$ cat src/rtl/vga_frame_monitor.sv
// rtl/vga_frame_monitor.sv - VGA sync-stream timing lock and note-tube decoder
// Optional err_count/frame_count outputs: define VGA_FRAME_MONITOR_STATS_EN.

module vga_frame_monitor #(
    parameter int HPIXELS    = 800,
    parameter int VLINES     = 521,
    parameter int HPULSE     = 96,
    parameter int HBP        = 144,
    parameter int HFP        = 784,
    parameter int VBP        = 31,
    parameter int VFP        = 511,
    parameter int PROBE_LINE = 271
) (
    input  logic        dclk,
    input  logic        clr,
    input  logic        hsync,
    input  logic        vsync,
    input  logic [2:0]  red,
    input  logic [2:0]  green,
    input  logic [1:0]  blue,
    output logic [9:0]  hcount,
    output logic [9:0]  vcount,
    output logic        de,
    output logic        locked,
    output logic        sync_err,
    output logic [2:0]  nota,
    output logic        nota_valid,
`ifdef VGA_FRAME_MONITOR_STATS_EN
    output logic [7:0]  err_count,
    output logic [15:0] frame_count,
`endif
    output logic        color_err
);

    typedef enum logic [1:0] {SEARCH, ACQUIRE, LOCKED} state_t;

    localparam logic [9:0] H_LAST = 10'(HPIXELS - 1);
    localparam logic [9:0] V_LAST = 10'(VLINES - 1);
    localparam logic [7:0] UNLIT  = 8'hFF;

    state_t      state_q, state_d;
    logic        hs_q, vs_q, hs_prev_q, vs_prev_q;
    logic [7:0]  rgb_q;
    logic [9:0]  hcount_q, hcount_d, vcount_q, vcount_d;
    logic [9:0]  low_q, low_d, width_q;
    logic        bad_line_q, bad_line_d, bad_col_q, bad_col_d;
    logic [2:0]  lit_q, lit_d, nota_q, nota_d;
    logic        sync_err_q, sync_err_d, nota_valid_q, nota_valid_d;
    logic        color_err_q, color_err_d;
    logic        hs_fall, hs_rise, vs_fall, bad_line, frame_good, frame_end;
    logic [2:0]  tube_sel;
    logic [7:0]  lit_rgb;
    logic        probe;

    function automatic logic [9:0] sat_inc(input logic [9:0] v);
        return (v == 10'h3FF) ? v : v + 10'd1;
    endfunction

    assign hs_fall = !hs_q && hs_prev_q;
    assign hs_rise = hs_q && !hs_prev_q;
    assign vs_fall = !vs_q && vs_prev_q;

    // *_d counts describe the sample now held in hs_q/rgb_q; *_q lag by one.
    assign hcount_d = hs_fall ? 10'd0 : sat_inc(hcount_q);
    assign vcount_d = hs_fall ? (vs_fall ? 10'd0 : sat_inc(vcount_q)) : vcount_q;
    assign low_d    = hs_fall ? 10'd1 : (!hs_q ? sat_inc(low_q) : low_q);

    assign bad_line = (hs_fall && !(hcount_q == H_LAST && width_q == 10'(HPULSE)))
                    || (!hs_fall && hcount_q == 10'd1022);
    assign frame_good = (vcount_q == V_LAST) && !bad_line_q && !bad_line;

    always_comb begin
        tube_sel = 3'd0;
        for (int i = 0; i < 4; i++) begin
            if (hcount_d == 10'(HBP + 230 + 60 * i)) tube_sel = 3'(i + 1);
        end
    end

    always_comb begin
        case (tube_sel)
            3'd1:    lit_rgb = 8'hE0;
            3'd2:    lit_rgb = 8'h1C;
            3'd3:    lit_rgb = 8'h03;
            3'd4:    lit_rgb = 8'hFC;
            default: lit_rgb = 8'h00;
        endcase
    end

    assign probe = (vcount_d == 10'(PROBE_LINE)) && (tube_sel != 3'd0);

    // Tubes are visited left to right, so the first lit one is the lowest-numbered.
    always_comb begin
        lit_d     = lit_q;
        bad_col_d = bad_col_q;
        if (vs_fall) begin
            lit_d     = 3'd0;
            bad_col_d = 1'b0;
        end else if (probe) begin
            if (rgb_q == lit_rgb) begin
                if (lit_q == 3'd0) lit_d = tube_sel;
                else               bad_col_d = 1'b1;
            end else if (rgb_q != UNLIT) begin
                bad_col_d = 1'b1;
            end
        end
    end

    always_comb begin
        state_d    = state_q;
        sync_err_d = 1'b0;
        frame_end  = 1'b0;
        bad_line_d = vs_fall ? 1'b0 : (bad_line_q | bad_line);
        case (state_q)
            SEARCH: begin
                if (vs_fall) state_d = ACQUIRE;
            end
            ACQUIRE: begin
                if (bad_line) begin
                    state_d = SEARCH;
                end else if (vs_fall && frame_good) begin
                    state_d   = LOCKED;
                    frame_end = 1'b1;
                end
            end
            LOCKED: begin
                if (bad_line || (vs_fall && !frame_good)) begin
                    state_d    = SEARCH;
                    sync_err_d = 1'b1;
                end else if (vs_fall) begin
                    frame_end = 1'b1;
                end
            end
            default: state_d = SEARCH;
        endcase
    end

    always_comb begin
        nota_d       = nota_q;
        nota_valid_d = 1'b0;
        color_err_d  = color_err_q;
        if (frame_end) begin
            if (bad_col_q) begin
                color_err_d = 1'b1;
            end else begin
                nota_d       = lit_q;
                nota_valid_d = 1'b1;
                color_err_d  = 1'b0;
            end
        end
    end

    always_ff @(posedge dclk) begin
        if (clr) begin
            hs_q         <= 1'b1;
            vs_q         <= 1'b1;
            hs_prev_q    <= 1'b1;
            vs_prev_q    <= 1'b1;
            rgb_q        <= 8'd0;
            hcount_q     <= 10'd0;
            vcount_q     <= 10'd0;
            low_q        <= 10'd0;
            width_q      <= 10'd0;
            bad_line_q   <= 1'b0;
            lit_q        <= 3'd0;
            bad_col_q    <= 1'b0;
            state_q      <= SEARCH;
            sync_err_q   <= 1'b0;
            nota_q       <= 3'd0;
            nota_valid_q <= 1'b0;
            color_err_q  <= 1'b0;
        end else begin
            hs_q         <= hsync;
            vs_q         <= vsync;
            hs_prev_q    <= hs_q;
            vs_prev_q    <= vs_q;
            rgb_q        <= {red, green, blue};
            hcount_q     <= hcount_d;
            vcount_q     <= vcount_d;
            low_q        <= low_d;
            if (hs_rise) width_q <= low_q;
            bad_line_q   <= bad_line_d;
            lit_q        <= lit_d;
            bad_col_q    <= bad_col_d;
            state_q      <= state_d;
            sync_err_q   <= sync_err_d;
            nota_q       <= nota_d;
            nota_valid_q <= nota_valid_d;
            color_err_q  <= color_err_d;
        end
    end

`ifdef VGA_FRAME_MONITOR_STATS_EN
    logic [7:0]  err_count_q;
    logic [15:0] frame_count_q;

    always_ff @(posedge dclk) begin
        if (clr) begin
            err_count_q   <= 8'd0;
            frame_count_q <= 16'd0;
        end else begin
            if (sync_err_d && err_count_q != 8'hFF) err_count_q <= err_count_q + 8'd1;
            if (frame_end) frame_count_q <= frame_count_q + 16'd1;
        end
    end

    assign err_count   = err_count_q;
    assign frame_count = frame_count_q;
`endif

    assign hcount     = hcount_q;
    assign vcount     = vcount_q;
    assign locked     = (state_q == LOCKED);
    assign de         = locked
                      && hcount_q >= 10'(HBP) && hcount_q < 10'(HFP)
                      && vcount_q >= 10'(VBP) && vcount_q < 10'(VFP);
    assign sync_err   = sync_err_q;
    assign nota       = nota_q;
    assign nota_valid = nota_valid_q;
    assign color_err  = color_err_q;

endmodule

$ cat config.mk
export PLATFORM = sky130hd
export DESIGN_NAME = vga_frame_monitor
export DESIGN_NICKNAME = d
export VERILOG_FILES = /design/src/rtl/vga_frame_monitor.sv
export SDC_FILE = /design/constraint.sdc
export NUM_CORES = 1
export LEC_CHECK = 0
export ABC_CLOCK_PERIOD_IN_PS = 7100
export BUFFER_PORTS_ARGS = -buffer_cell sky130_fd_sc_hd__buf_2
export CORE_ASPECT_RATIO = 1.1
export CORE_MARGIN = 5
export CORE_UTILIZATION = 52
export DETAILED_ROUTE_END_ITERATION = 12
export HOLD_SLACK_MARGIN = 0.15
export PLACE_DENSITY = 0.73
export SYNTH_ARGS = -nofsm -noshare
export SYNTH_HDL_FRONTEND = slang
export SYNTH_SLANG_ARGS = --single-unit
$ cat constraint.sdc
create_clock -name dclk -period 7.1 [get_ports dclk]
set_clock_uncertainty 0.1 [all_clocks]
set_input_delay 1.42 -clock dclk [delete_from_list [all_inputs] [get_ports dclk]]
set_output_delay 1.42 -clock dclk [all_outputs]
set_load 0.05 [all_outputs]
==> results list, run 1 <==
- Die width: between 80 and 90 µm
- 40 I/O pins were placed.
- DRC violations left: 0
- Summing all flip-flop and latch instances after layout gives between 1000 and 1500 µm².
- Synthesis inferred 65 register bits.
- Sorting the synthesized cells by area gives the leading types as sky130_fd_sc_hd__dfxtp_1, sky130_fd_sc_hd__nand2_1, sky130_fd_sc_hd__nor2_1, sky130_fd_sc_hd__a21oi_1, sky130_fd_sc_hd__ha_1.
* Setup repair bufs after CTS: 0
- Number of antenna violations at the first check in global routing: 0
- RSZ-0062 raised after global routing: false
- Sw Pwr: between 150 and 200 µW
- Clock group share of total power: between 40% and 50%
* Tmin final: a little under 4 ns
- Number of vias per cell: approximately 6
- Sequential share of power: between 50% and 60%
- Max frequency: about 250 MHz
- Multi-input combinational cell area: approximately 2000 µm²
* Post-layout util: about 59%
- First drt pass iteration count: 5
- Final count of negative-setup-slack endpoints: 0
- Maximum number of pins on one net before global-route repair: 40
- Post-Syn Nets: ~430
- The largest single stage delay on the critical path is around 0.50 ns.
- Fill cells: just under 600
- In the global route stage, overall resource usage came out at between 15 and 20%.
- The share of the Yosys chip area taken by registers is about two fifths.
- Clock Root Buffer: sky130_fd_sc_hd__clkbuf_8
- Asr flop ratio synth: 0%
- Starting utilization of the core area: 52.6%
- Of the total power, combinational logic draws under 10%.
- CP bufs+invs: 1
* Count of port buffers added during placement: 39
- Number of enable flip-flop cells after synthesis: 0
- Routability-driven placement finished with a final weighted congestion of between 0.9 and 1.
- Run status: complete, no violations
* Worst path slowest cell: sky130_fd_sc_hd__dfxtp_1
- Number of global-route vias before repair: 2843
- Arrival time of the worst setup path: about 2.4 ns
* Category of the most critical setup path: reg -> out
- The first global-routing pass estimated 12.8 mm of wire.
- Row generation in the floorplan step produced 31 rows.
* Max Buffers Root-to-Sink: 2
* Total of warnings raised by yosys: 0
- Walking the worst path, the cells encountered are ha_1 -> nand4_1 -> a2111o_1 -> nor3_1 -> buf_2.
* Detailed placer's ending HPWL: ~5.6 mm
- Overall overflow remaining after global route: 0
- Relative to the synthesized area, the layout overhead comes to 11.6%.
* Pin slew with the least headroom to its limit: roughly 0.97 ns
- After detailed routing, the average wire length per cell comes to approximately 15 µm.
- Top library cells by usage in the layout, fill and taps aside: sky130_fd_sc_hd__dfxtp_1, sky130_fd_sc_hd__nand2_1, sky130_fd_sc_hd__buf_2
- Once detail routing completed, the nets flagged for antenna violations numbered 0.
- Cell internal power was estimated by the tool at 559 µW.
- Reg2reg path depth: 9
* Slew Limit Headroom: around 35%
- Critical path origin: vcount[0]$_SDFF_PP0_
- Setup Total Neg Slack: 0 ns
- Mapped cell area: ~3400 µm²
* Kind of start point of the critical path: register
* Fin. Hold Viols: 0
- TritonCTS built the clock tree.
- At the worst endpoint, the required time is between 5 and 6 ns.
- Insertion delay to the later sink of the worst-skew pair: between 0.3 and 0.4 ns
* Final-report max-slew violation count: 0
- Leading register cell type out of synthesis: sky130_fd_sc_hd__dfxtp_1
- The final route contains ~3100 vias.
- Proportion of layout cells with a drive suffix above 1: 17.4%
* H-tree depth: 3
- Along the worst path, the maximum fanout reaches 9.
* Cts bufs inserted: 9
- Final antenna diode count: 0
- Most common library cell in the layout ignoring fill and taps: sky130_fd_sc_hd__dfxtp_1
- Power Density: between 150 and 200 nW/µm²
- The analysis attributes to cell leakage a power of approximately 0.0015 µW.
* Maximum capacitance violations: 0
* Reg-to-reg setup timing slack: 3.89 ns
* Resized cells post-CTS: 0
* Y dimension of the die: between 90 and 100 µm
- In this run the critical register-to-register path is captured at bad_col_q$_SDFFE_PP0P_.
* Total Nets Final: 459
- Critical path depth in cells: 5
* Largest delay share family, worst path: flip-flops
- CP Capture Type: output pin
* Worst hold path class: reg -> reg
- Average footprint of a synthesized cell: between 8 and 9 µm²
- The largest total area in the synthesized netlist belongs to sky130_fd_sc_hd__dfxtp_1.
* Share of total power consumed by net switching: between 20 and 25%
- Following the worst setup path forward leads to its endpoint at de.
* Critical R2R Launch: hcount[0]$_SDFF_PP0_
- Hold repair after CTS inserted 0 buffers.
- After floorplanning, the core was sized to cover about 6500 µm².
* First-iteration detailed-routing DRC count: 220
- The tree built by TritonCTS fans out to 65 sinks.
- IR analysis of the VDD net gives a maximum drop of around 110 µV.
* Die Footprint: 8280 µm²
- The cell count after synthesis came out at between 400 and 500.
- After layout, the worst path uses about 55% of the clock period.
* Synth unique cells: between 60 and 70
* Post-synth top area share: between 30% and 40%
* Clk pin slew, worst setup/hold paths: ~0.070 ns
- Total routed wirelength: between 7 and 8 mm
## power groups by stage
stage	logic (µW)	clock network, µW	registers (µW)
final	52.0	309	380
after floorplan	35.1	0	392
after CTS	52.3	319	380
after global routing	57.6	335	381
after global placement	50.9	0	388
after detailed placement	52.0	0	388
## tightest hold or removal path: stages (launching register included)
cell and delay, ns:
sky130_fd_sc_hd__dfxtp_1 0.31, sky130_fd_sc_hd__nand2_1 0.05, sky130_fd_sc_hd__a21oi_1 0.05
## area by class of cell
| cell class | count | area share (%) |
|---|---|---|
| Inverter | 14 | 1.38 |
| Clock buffer | 10 | 3.62 |
| Multi-Input combinational cell | 309 | 51.5 |
| Clock inverter | 5 | 1.48 |
| Tap cell | 82 | 2.70 |
| Timing Repair Buffer | 39 | 5.13 |
| Sequential cell | 65 | 34.2 |
## Yosys cell counts (4+ instances only)
master / instances
sky130_fd_sc_hd__nand2_1: 40
sky130_fd_sc_hd__nand4_1: 13
sky130_fd_sc_hd__a21oi_1: 27
sky130_fd_sc_hd__o211ai_1: 4
sky130_fd_sc_hd__xnor2_1: 5
sky130_fd_sc_hd__or3_1: 9
sky130_fd_sc_hd__o21ai_0: 14
sky130_fd_sc_hd__nor3_1: 13
sky130_fd_sc_hd__and4_1: 4
sky130_fd_sc_hd__inv_1: 14
sky130_fd_sc_hd__nand2b_1: 7
sky130_fd_sc_hd__nor4_1: 4
sky130_fd_sc_hd__dfxtp_1: 65
sky130_fd_sc_hd__xor2_1: 4
sky130_fd_sc_hd__mux2i_1: 8
sky130_fd_sc_hd__nand3_1: 19
sky130_fd_sc_hd__nor4_2: 4
sky130_fd_sc_hd__or2_2: 6
sky130_fd_sc_hd__a211oi_1: 4
sky130_fd_sc_hd__and3_1: 9
sky130_fd_sc_hd__clkbuf_1: 14
sky130_fd_sc_hd__ha_1: 9
sky130_fd_sc_hd__buf_2: 8
sky130_fd_sc_hd__nor2_1: 37
sky130_fd_sc_hd__nor2b_1: 14
## how the worst min path moves through the flow
stage,startpoint,end,slack [ns],cells past startpoint
global placement,width_q[6]$_SDFFE_PP0P_,width_q[6]$_SDFFE_PP0P_,0.34,2
detailed placement,width_q[6]$_SDFFE_PP0P_,width_q[6]$_SDFFE_PP0P_,0.34,2
CTS,width_q[6]$_SDFFE_PP0P_,width_q[6]$_SDFFE_PP0P_,0.36,2
floorplan,width_q[3]$_SDFFE_PP0P_,width_q[3]$_SDFFE_PP0P_,0.33,2
global route,width_q[6]$_SDFFE_PP0P_,width_q[6]$_SDFFE_PP0P_,0.38,2
finish,width_q[6]$_SDFFE_PP0P_,width_q[6]$_SDFFE_PP0P_,0.35,2
## cells by family after synthesis
kind of cell               after synthesis  synth area share [%]
and+or+nand+nor                        199                  32.8
AOI/OAI and AO/OA                       84                  16.7
DFF                                     65                  38.2
xor gates and xnor gates                 9                  2.31
buffers and inverters                   37                  4.37
muxes                                    8                  2.35
adders and majority gates                9                  3.30
## through the flow
step | total power [µW] | setup WS (ns) | cells | hold WS, ns | area, µm²
after floorplan | 427 | 2.81 | 411 | 0.331 | 3410
after global placement | 439 | 3.67 | 509 | 0.344 | 3610
after detailed placement | 440 | 3.60 | 509 | 0.345 | 3610
after CTS | 751 | 3.19 | 524 | 0.357 | 3800
after global routing | 774 | 3.01 | 524 | 0.382 | 3800
final | 741 | 3.16 | 524 | 0.354 | 3800
## sequential cells by signal, summed over array words and instances (netlist names), 2 cells and up
signal	count
rgb_q	8
low_q	10
vcount	10
state_q	2
nota	3
hcount	10
width_q	10
lit_q	3
## per-layer routing
metal,GRT usage [%],wire length [µm],up-vias
met2,32.0,3590,98
met1,24.9,3450,1429
li1,-,-,1542
met5,0,0,-
met3,3.40,405,20
met4,7.54,174,0
Power figures use the tool's default switching activity.
==> run 2: changes to the inputs <==
--- a/config.mk
+++ b/config.mk
@@ -5,14 +5,14 @@
 export SDC_FILE = /design/constraint.sdc
 export NUM_CORES = 1
 export LEC_CHECK = 0
-export ABC_CLOCK_PERIOD_IN_PS = 7100
+export ABC_CLOCK_PERIOD_IN_PS = 3300
 export BUFFER_PORTS_ARGS = -buffer_cell sky130_fd_sc_hd__buf_2
 export CORE_ASPECT_RATIO = 1.1
 export CORE_MARGIN = 5
 export CORE_UTILIZATION = 52
 export DETAILED_ROUTE_END_ITERATION = 12
 export HOLD_SLACK_MARGIN = 0.15
-export PLACE_DENSITY = 0.73
+export PLACE_DENSITY = 0.76
 export SYNTH_ARGS = -nofsm -noshare
 export SYNTH_HDL_FRONTEND = slang
 export SYNTH_SLANG_ARGS = --single-unit
==> constraint.sdc (replaced) <==
create_clock -name dclk -period 3.3 [get_ports dclk]
set_clock_uncertainty 0.1 [all_clocks]
set_input_delay 0.66 -clock dclk [delete_from_list [all_inputs] [get_ports dclk]]
set_output_delay 0.66 -clock dclk [all_outputs]
set_load 0.05 [all_outputs]
==> run 2 against run 1 <==
- clock-buffer cell count is 1 lower
- sequential cell count stayed put
- non-clock buffer count is 7 higher
- die area stayed put
==> results list, run 2 (synthesis gave the netlist of run 1 again) <==
* Count of port buffers added during placement: 39
* Arrival time of the worst setup path: around 2.4 ns
- Logic gate share of total power: under 10%
- STA classifies the critical path endpoint as an output pin.
- Peak supply drop: 256 µV
- Category of the most critical setup path: reg -> out
* Overall overflow remaining after global route: 0
- The sequential cells in the finished layout cover a total of 1300 µm².
- Fill cells: slightly below 600
- Fraction of the cycle the final worst path needs: 95.4%
* Top library cells by usage in the layout, fill and taps aside: sky130_fd_sc_hd__dfxtp_1, sky130_fd_sc_hd__nand2_1, sky130_fd_sc_hd__buf_2
- Clock tree synthesis inserted a total of 9 buffers.
- The die is about 95 µm tall.
- The congestion estimate from routability-driven global placement came to 0.955.
- Number of vias per cell: just under 6
* Setup Total Neg Slack: 0 ns
* Internal: around 1200 µW
- I/O Pins: 40
- Number of global-route vias before repair: about 2900
* Pin slew with the least headroom to its limit: ~0.75 ns
- Detailed placement ended at an HPWL of roughly 5.5 mm.
- The tree is rooted in a sky130_fd_sc_hd__clkbuf_8.
- First drt pass iteration count: 4
- Sequential share of power: 51.6%
- Leak pwr: approximately 0.0015 µW
- The number of slew-limit violations in the final report is 0.
* Die Footprint: just over 8000 µm²
* Area Overhead vs Synth: 13.1%
* Total Nets Final: around 470
* Worst hold path class: reg -> reg
- Post-detailed-route count of antenna-violating nets: 0
* First-iteration detailed-routing DRC count: between 150 and 200
* Starting utilization of the core area: a little over half
* Total routed wirelength: between 7 and 8 mm
- Proportion of layout cells with a drive suffix above 1: around a fifth
* Max frequency: 318 MHz
* Maximum capacitance violations: 0
- Final antenna diode count: 0
* Sw Pwr: between 300 and 400 µW
- Post-layout util: approximately three fifths
- In this run the standard cell core region covers around 6500 µm².
- Multi-input combinational cell area: approximately 2000 µm²
- CP max FO: 8
- RSZ-0062 raised after global routing: false
- The number of setup buffers added after CTS is 0.
* Run status: complete, no violations
- The count of final hold-check violations was 0.
- The worst pin sits at a relative slew slack of between 50% and 60%.
* Tmin final: between 3 and 4 ns
- The number of placed instances, taps included, is 516.
- The final route contains 3097 vias.
- Net switching is approximately a quarter of the power.
- Setup violations remaining at the end of the flow were counted as 0.
- Leaving out fill and tap cells, the most frequent cell in the layout is sky130_fd_sc_hd__dfxtp_1.
- Insertion delay to the later sink of the worst-skew pair: about 0.34 ns
* Clock tree from TritonCTS: done
* Number of cells in the finished layout apart from fillers: around 530
- Kind of start point of the critical path: register
- The first global-routing pass estimated 12.8 mm of wire.
- H-tree depth: 3
- Of the total power, the clock network draws 40.8%.
* Count of hold-fix buffers inserted at cts: 0
* Number of antenna violations at the first check in global routing: 0
* Maximum number of pins on one net before global-route repair: 39
* Row cnt: 31
* Max Buffers Root-to-Sink: 2
* Average wire length per cell after detail routing: ~15 µm
- DRC violations left: 0
- In this run the power density over the cells is ~410 nW/µm².
* GRT Util Overall: about a fifth
- At the worst endpoint, the required time is roughly 2.5 ns.
* Tot Pwr: 1580 µW
- The die is roughly 87 µm wide.
* Clock Sink Count: 65
- Clk pin slew, worst setup/hold paths: ~0.070 ns
[run 2: cell types whose count changed in the layout (fill, tap and decap cells not counted)]
| cell | previous run | this run |
|---|---|---|
| sky130_fd_sc_hd__ha_1 | 9 | 8 |
| sky130_fd_sc_hd__clkinv_4 | 1 | 0 |
| sky130_fd_sc_hd__ha_2 | 0 | 1 |
| sky130_fd_sc_hd__buf_4 | 0 | 7 |
| sky130_fd_sc_hd__clkinvlp_4 | 1 | 2 |
| sky130_fd_sc_hd__nor3_1 | 13 | 12 |
| sky130_fd_sc_hd__nor3_2 | 2 | 3 |
| sky130_fd_sc_hd__clkbuf_8 | 10 | 9 |
| sky130_fd_sc_hd__clkinv_2 | 2 | 3 |
[run 2: final cells by class]
type	count	share of cell area, %
multi-input cells	309	51.0
clock buffers	9	3.21
repair buffers	46	6.43
flip-flops and latches	65	33.8
inverters	14	1.36
well taps	82	2.66
clock inverters	6	1.56
[run 2: final timing paths]
path | start | endpoint | slack [ns] | depth (start not counted)
max | vcount[1]$_SDFF_PP0_ | de | 0.15 | 5
min | width_q[7]$_SDFFE_PP0P_ | width_q[7]$_SDFFE_PP0P_ | 0.36 | 2
max reg2reg | hcount[1]$_SDFF_PP0_ | bad_col_q$_SDFFE_PP0P_ | 0.25 | 9
min reg2reg | width_q[7]$_SDFFE_PP0P_ | width_q[7]$_SDFFE_PP0P_ | 0.36 | 2
[run 2: power by group through the flow]
stage               sequential, µW  combinational, µW  clock [µW]
finish                         815                121         644
global route                   816                134         689
CTS                            814                121         659
detailed placement             832                120           0
global placement               831                118           0
floorplan                      844               75.5           0
[run 2: stage by stage]
step           setup slack [ns]  hold WS (ns)  instance area (µm²)
2_1_floorplan             0.175         0.331                 3410
3_3_place_gp              0.402         0.341                 3670
3_5_place_dp              0.179         0.348                 3670
4_1_cts                   0.144         0.358                 3850
5_1_grt                 0.00723         0.375                 3850
6_report                  0.153         0.357                 3850
[run 2: metal layers]
metal	global-route usage, %	part of all wire (%)	vias to the layer above
li1	-	-	1553
met1	24.7	45	1428
met2	31.3	47	103
met3	4.28	6.7	13
met4	10.1	1.7	0
met5	0	0	-
[run 2: worst max-delay path, cell delays in order, from the launching register on]
cell and delay [ns]:
sky130_fd_sc_hd__dfxtp_1 0.46, sky130_fd_sc_hd__ha_1 0.39, sky130_fd_sc_hd__nand4_1 0.26, sky130_fd_sc_hd__a2111o_1 0.48, sky130_fd_sc_hd__nor3_2 0.17, sky130_fd_sc_hd__buf_2 0.27
[run 2: what timing repair did]
action,4_1_cts,5_1_grt
hold endpoints to repair,0,0
setup endpoints to repair,0,2
resized for setup,0,1
==> run 3: changes to the inputs <==
--- a/config.mk
+++ b/config.mk
@@ -7,7 +7,7 @@
 export LEC_CHECK = 0
 export ABC_CLOCK_PERIOD_IN_PS = 3300
 export BUFFER_PORTS_ARGS = -buffer_cell sky130_fd_sc_hd__buf_2
-export CORE_ASPECT_RATIO = 1.1
+export CORE_ASPECT_RATIO = 1.4
 export CORE_MARGIN = 5
 export CORE_UTILIZATION = 52
 export DETAILED_ROUTE_END_ITERATION = 12
==> run 3 against run 2 <==
- first-iteration DRC count is 7.1% higher
- die area is 0.26% higher
- combinational power is 3% lower
- register-to-register slack better by 0.10 ns
- clock power is 7.0% higher
- clock-buffer cell count is 1 higher
- utilization is 0.092 points lower
- total power is 2.8% higher
- highest routed layer unchanged
==> results list, run 3 (synthesis gave the netlist of run 1 again) <==
- The run finished with clean final reports.
- Buffers added to address setup during post-CTS repair amount to 0.
- In the routed layout, each cell is associated on average with a via count of just over 6.
- The count of final hold-check violations came to 0.
- RSZ-0062 raised after global routing: false
- Detailed-routed wire length on met2: about 4.1 mm
* Cell chain of the critical path: ha_2 -> nand4_1 -> a2111o_1 -> nor3_2 -> buf_2
* Internal: about 1200 µW
* Worst path slowest cell: sky130_fd_sc_hd__dfxtp_1
* Proportion of layout cells with a drive suffix above 1: a little under a fifth
- Worst hold margin: approximately 0.35 ns
- The library cell used most frequently in the layout, excluding fill and tap cells, is sky130_fd_sc_hd__dfxtp_1.
- Uppermost layer routed: met4
- Clock-pin slew was measured on the worst setup and hold paths at around 0.070 ns.
* Total routed wirelength: 8.08 mm
- Worst path required time: roughly 2.5 ns
- Slew Limit Headroom: approximately half
- Arrival time of the worst setup path: between 2 and 2.5 ns
- Area Overhead vs Synth: 13.0%
- Worst hold path class: reg -> reg
- Once the floorplan was initialized, standard cells occupied roughly 53% of the core.
- CP max FO: 9
- The tool flagged a number of max-cap violations equal to 0.
- Die width: 78.4 µm
- Amount of wire on met3 after detailed routing: approximately 460 µm
- Die Footprint: 8300 µm²
- For the pin with the worst max-slew slack, the measured transition is 0.745 ns.
- Post-detailed-route count of antenna-violating nets: 0
* Max Buffers Root-to-Sink: 2
* Clock tree from TritonCTS: done
* Detailed placer's ending HPWL: around 5.9 mm
- After floorplanning, the core was divided into 35 placement rows.
- For the final routed database, the setup TNS stands at 0 ns.
- Leak pwr: 0.00151 µW
- The worst setup path is launched from a register.
- Tmin final: 3.13 ns
- Sequential share of power: approximately half
- Final antenna diode count: 0
* Length of routed wiring on met1: approximately 3.2 mm
* Total via count in the routed design: 3191
- Category of the most critical setup path: reg -> out
* Y dimension of the die: 106 µm
- Fraction of the cycle the final worst path needs: 94.8%
- The worst setup path is captured at an output pin.
- Clock Root Buffer: sky130_fd_sc_hd__clkbuf_8
- Peak supply drop: 350 µV
- Entering global routing, the biggest net connects 40 pins.
- The analysis attributes to net switching a power of around 410 µW.
* Count of port buffers added during placement: 39
* Stage delay of the slowest cell on the critical path: ~0.5 ns
- Max frequency: roughly 320 MHz
- The first global-routing pass estimated about 14 mm of wire.
* DRC violations left: 0
- Gpl congestion: approximately 0.95
- Setup violations remaining at the end of the flow were counted as 0.
* Reg-to-reg setup timing slack: ~0.35 ns
- Share of total power consumed by net switching: about a quarter
- The number of buffers and inverters on the critical path is 1.
* Number of global-route vias before repair: 3070
- First-iteration detailed-routing DRC count: 180
- Counting every sink on the clock net gives 65.
- TritonCTS created 9 clock buffers.
* Clock group share of total power: approximately 42%
- The H-tree was split into 3 levels.
- Counting the fill cells in the layout gives around 600.
* Power Density: around 420 nW/µm²
* First drt pass iteration count: 6
* Number of antenna violations at the first check in global routing: 0
- The number of slew-limit violations in the final report was 0.
- In the final routed layout, each cell accounts on average for about 15 µm.
- In this run the count of I/O pins placed on the die edge is 40.
- Largest delay share family, worst path: flip-flops
- Core area: around 6500 µm²
* Top library cells by usage in the layout, fill and taps aside: sky130_fd_sc_hd__dfxtp_1, sky130_fd_sc_hd__nand2_1, sky130_fd_sc_hd__buf_2
- GRT Util Overall: approximately a fifth
- Per report_power, the combinational group accounts for under 10% of the total.
- The final layout contains 464 nets.
- Count of hold-fix buffers inserted at cts: 0
- The later pin in the worst-skew pair is clocked with a latency of around 0.35 ns.
- For this run the aggregate overflow at the end of global routing stands at 0.
run 3: cell count changes in the layout (fill, tap and decap cells not counted), sizes merged:
cell / change
buf: -2
clkbuf: +1
run 3: worst paths after layout:
kind	from	endpoint	depth (start not counted)
worst max register to register	hcount[0]$_SDFF_PP0_	bad_col_q$_SDFFE_PP0P_	9
worst min-delay path	vs_q$_SDFF_PP1_	vs_prev_q$_SDFF_PP1_	1
worst max-delay path	vcount[0]$_SDFF_PP0_	de	5
worst min register to register	vs_q$_SDFF_PP1_	vs_prev_q$_SDFF_PP1_	1
run 3: power by group through the flow:
stage / clock network (µW) / logic, µW / registers (µW)
2_1_floorplan: 0 / 75.5 / 844
3_3_place_gp: 0 / 113 / 835
3_5_place_dp: 0 / 115 / 836
4_1_cts: 699 / 117 / 818
5_1_grt: 734 / 129 / 820
6_report: 689 / 117 / 818
run 3: layer usage:
metal,vias up,track usage [%]
met5,-,0
met4,0,9.75
met3,34,4.79
met2,125,36.2
met1,1482,22.3
li1,1550,-
run 3: timing repair:
action	4_1_cts	5_1_grt
endpoints found under the setup margin	0	1
hold endpoints to repair	0	0
gates resized for setup	0	1
run 3: layout make-up:
| type | instances | area, µm² | share of cell area, % |
|---|---|---|---|
| clock buffer | 10 | 138 | 3.57 |
| clock inverter | 6 | 67.6 | 1.75 |
| inverter | 14 | 52.6 | 1.36 |
| multi-input combinational | 309 | 1970 | 51.1 |
| sequential | 65 | 1300 | 33.8 |
| tap | 74 | 92.6 | 2.40 |
| timing repair buffer | 44 | 233 | 6.04 |
run 3: through the flow:
stage	setup slack (ns)	utilization (%)	cell area, µm²	cells	total power, µW
2_1_floorplan	0.175	-	3410	411	920
3_3_place_gp	0.519	56.2	3640	506	948
3_5_place_dp	0.417	56.2	3640	506	951
4_1_cts	0.121	59.4	3850	522	1630
5_1_grt	0.0325	59.4	3850	522	1680
6_report	0.171	59.4	3850	522	1620
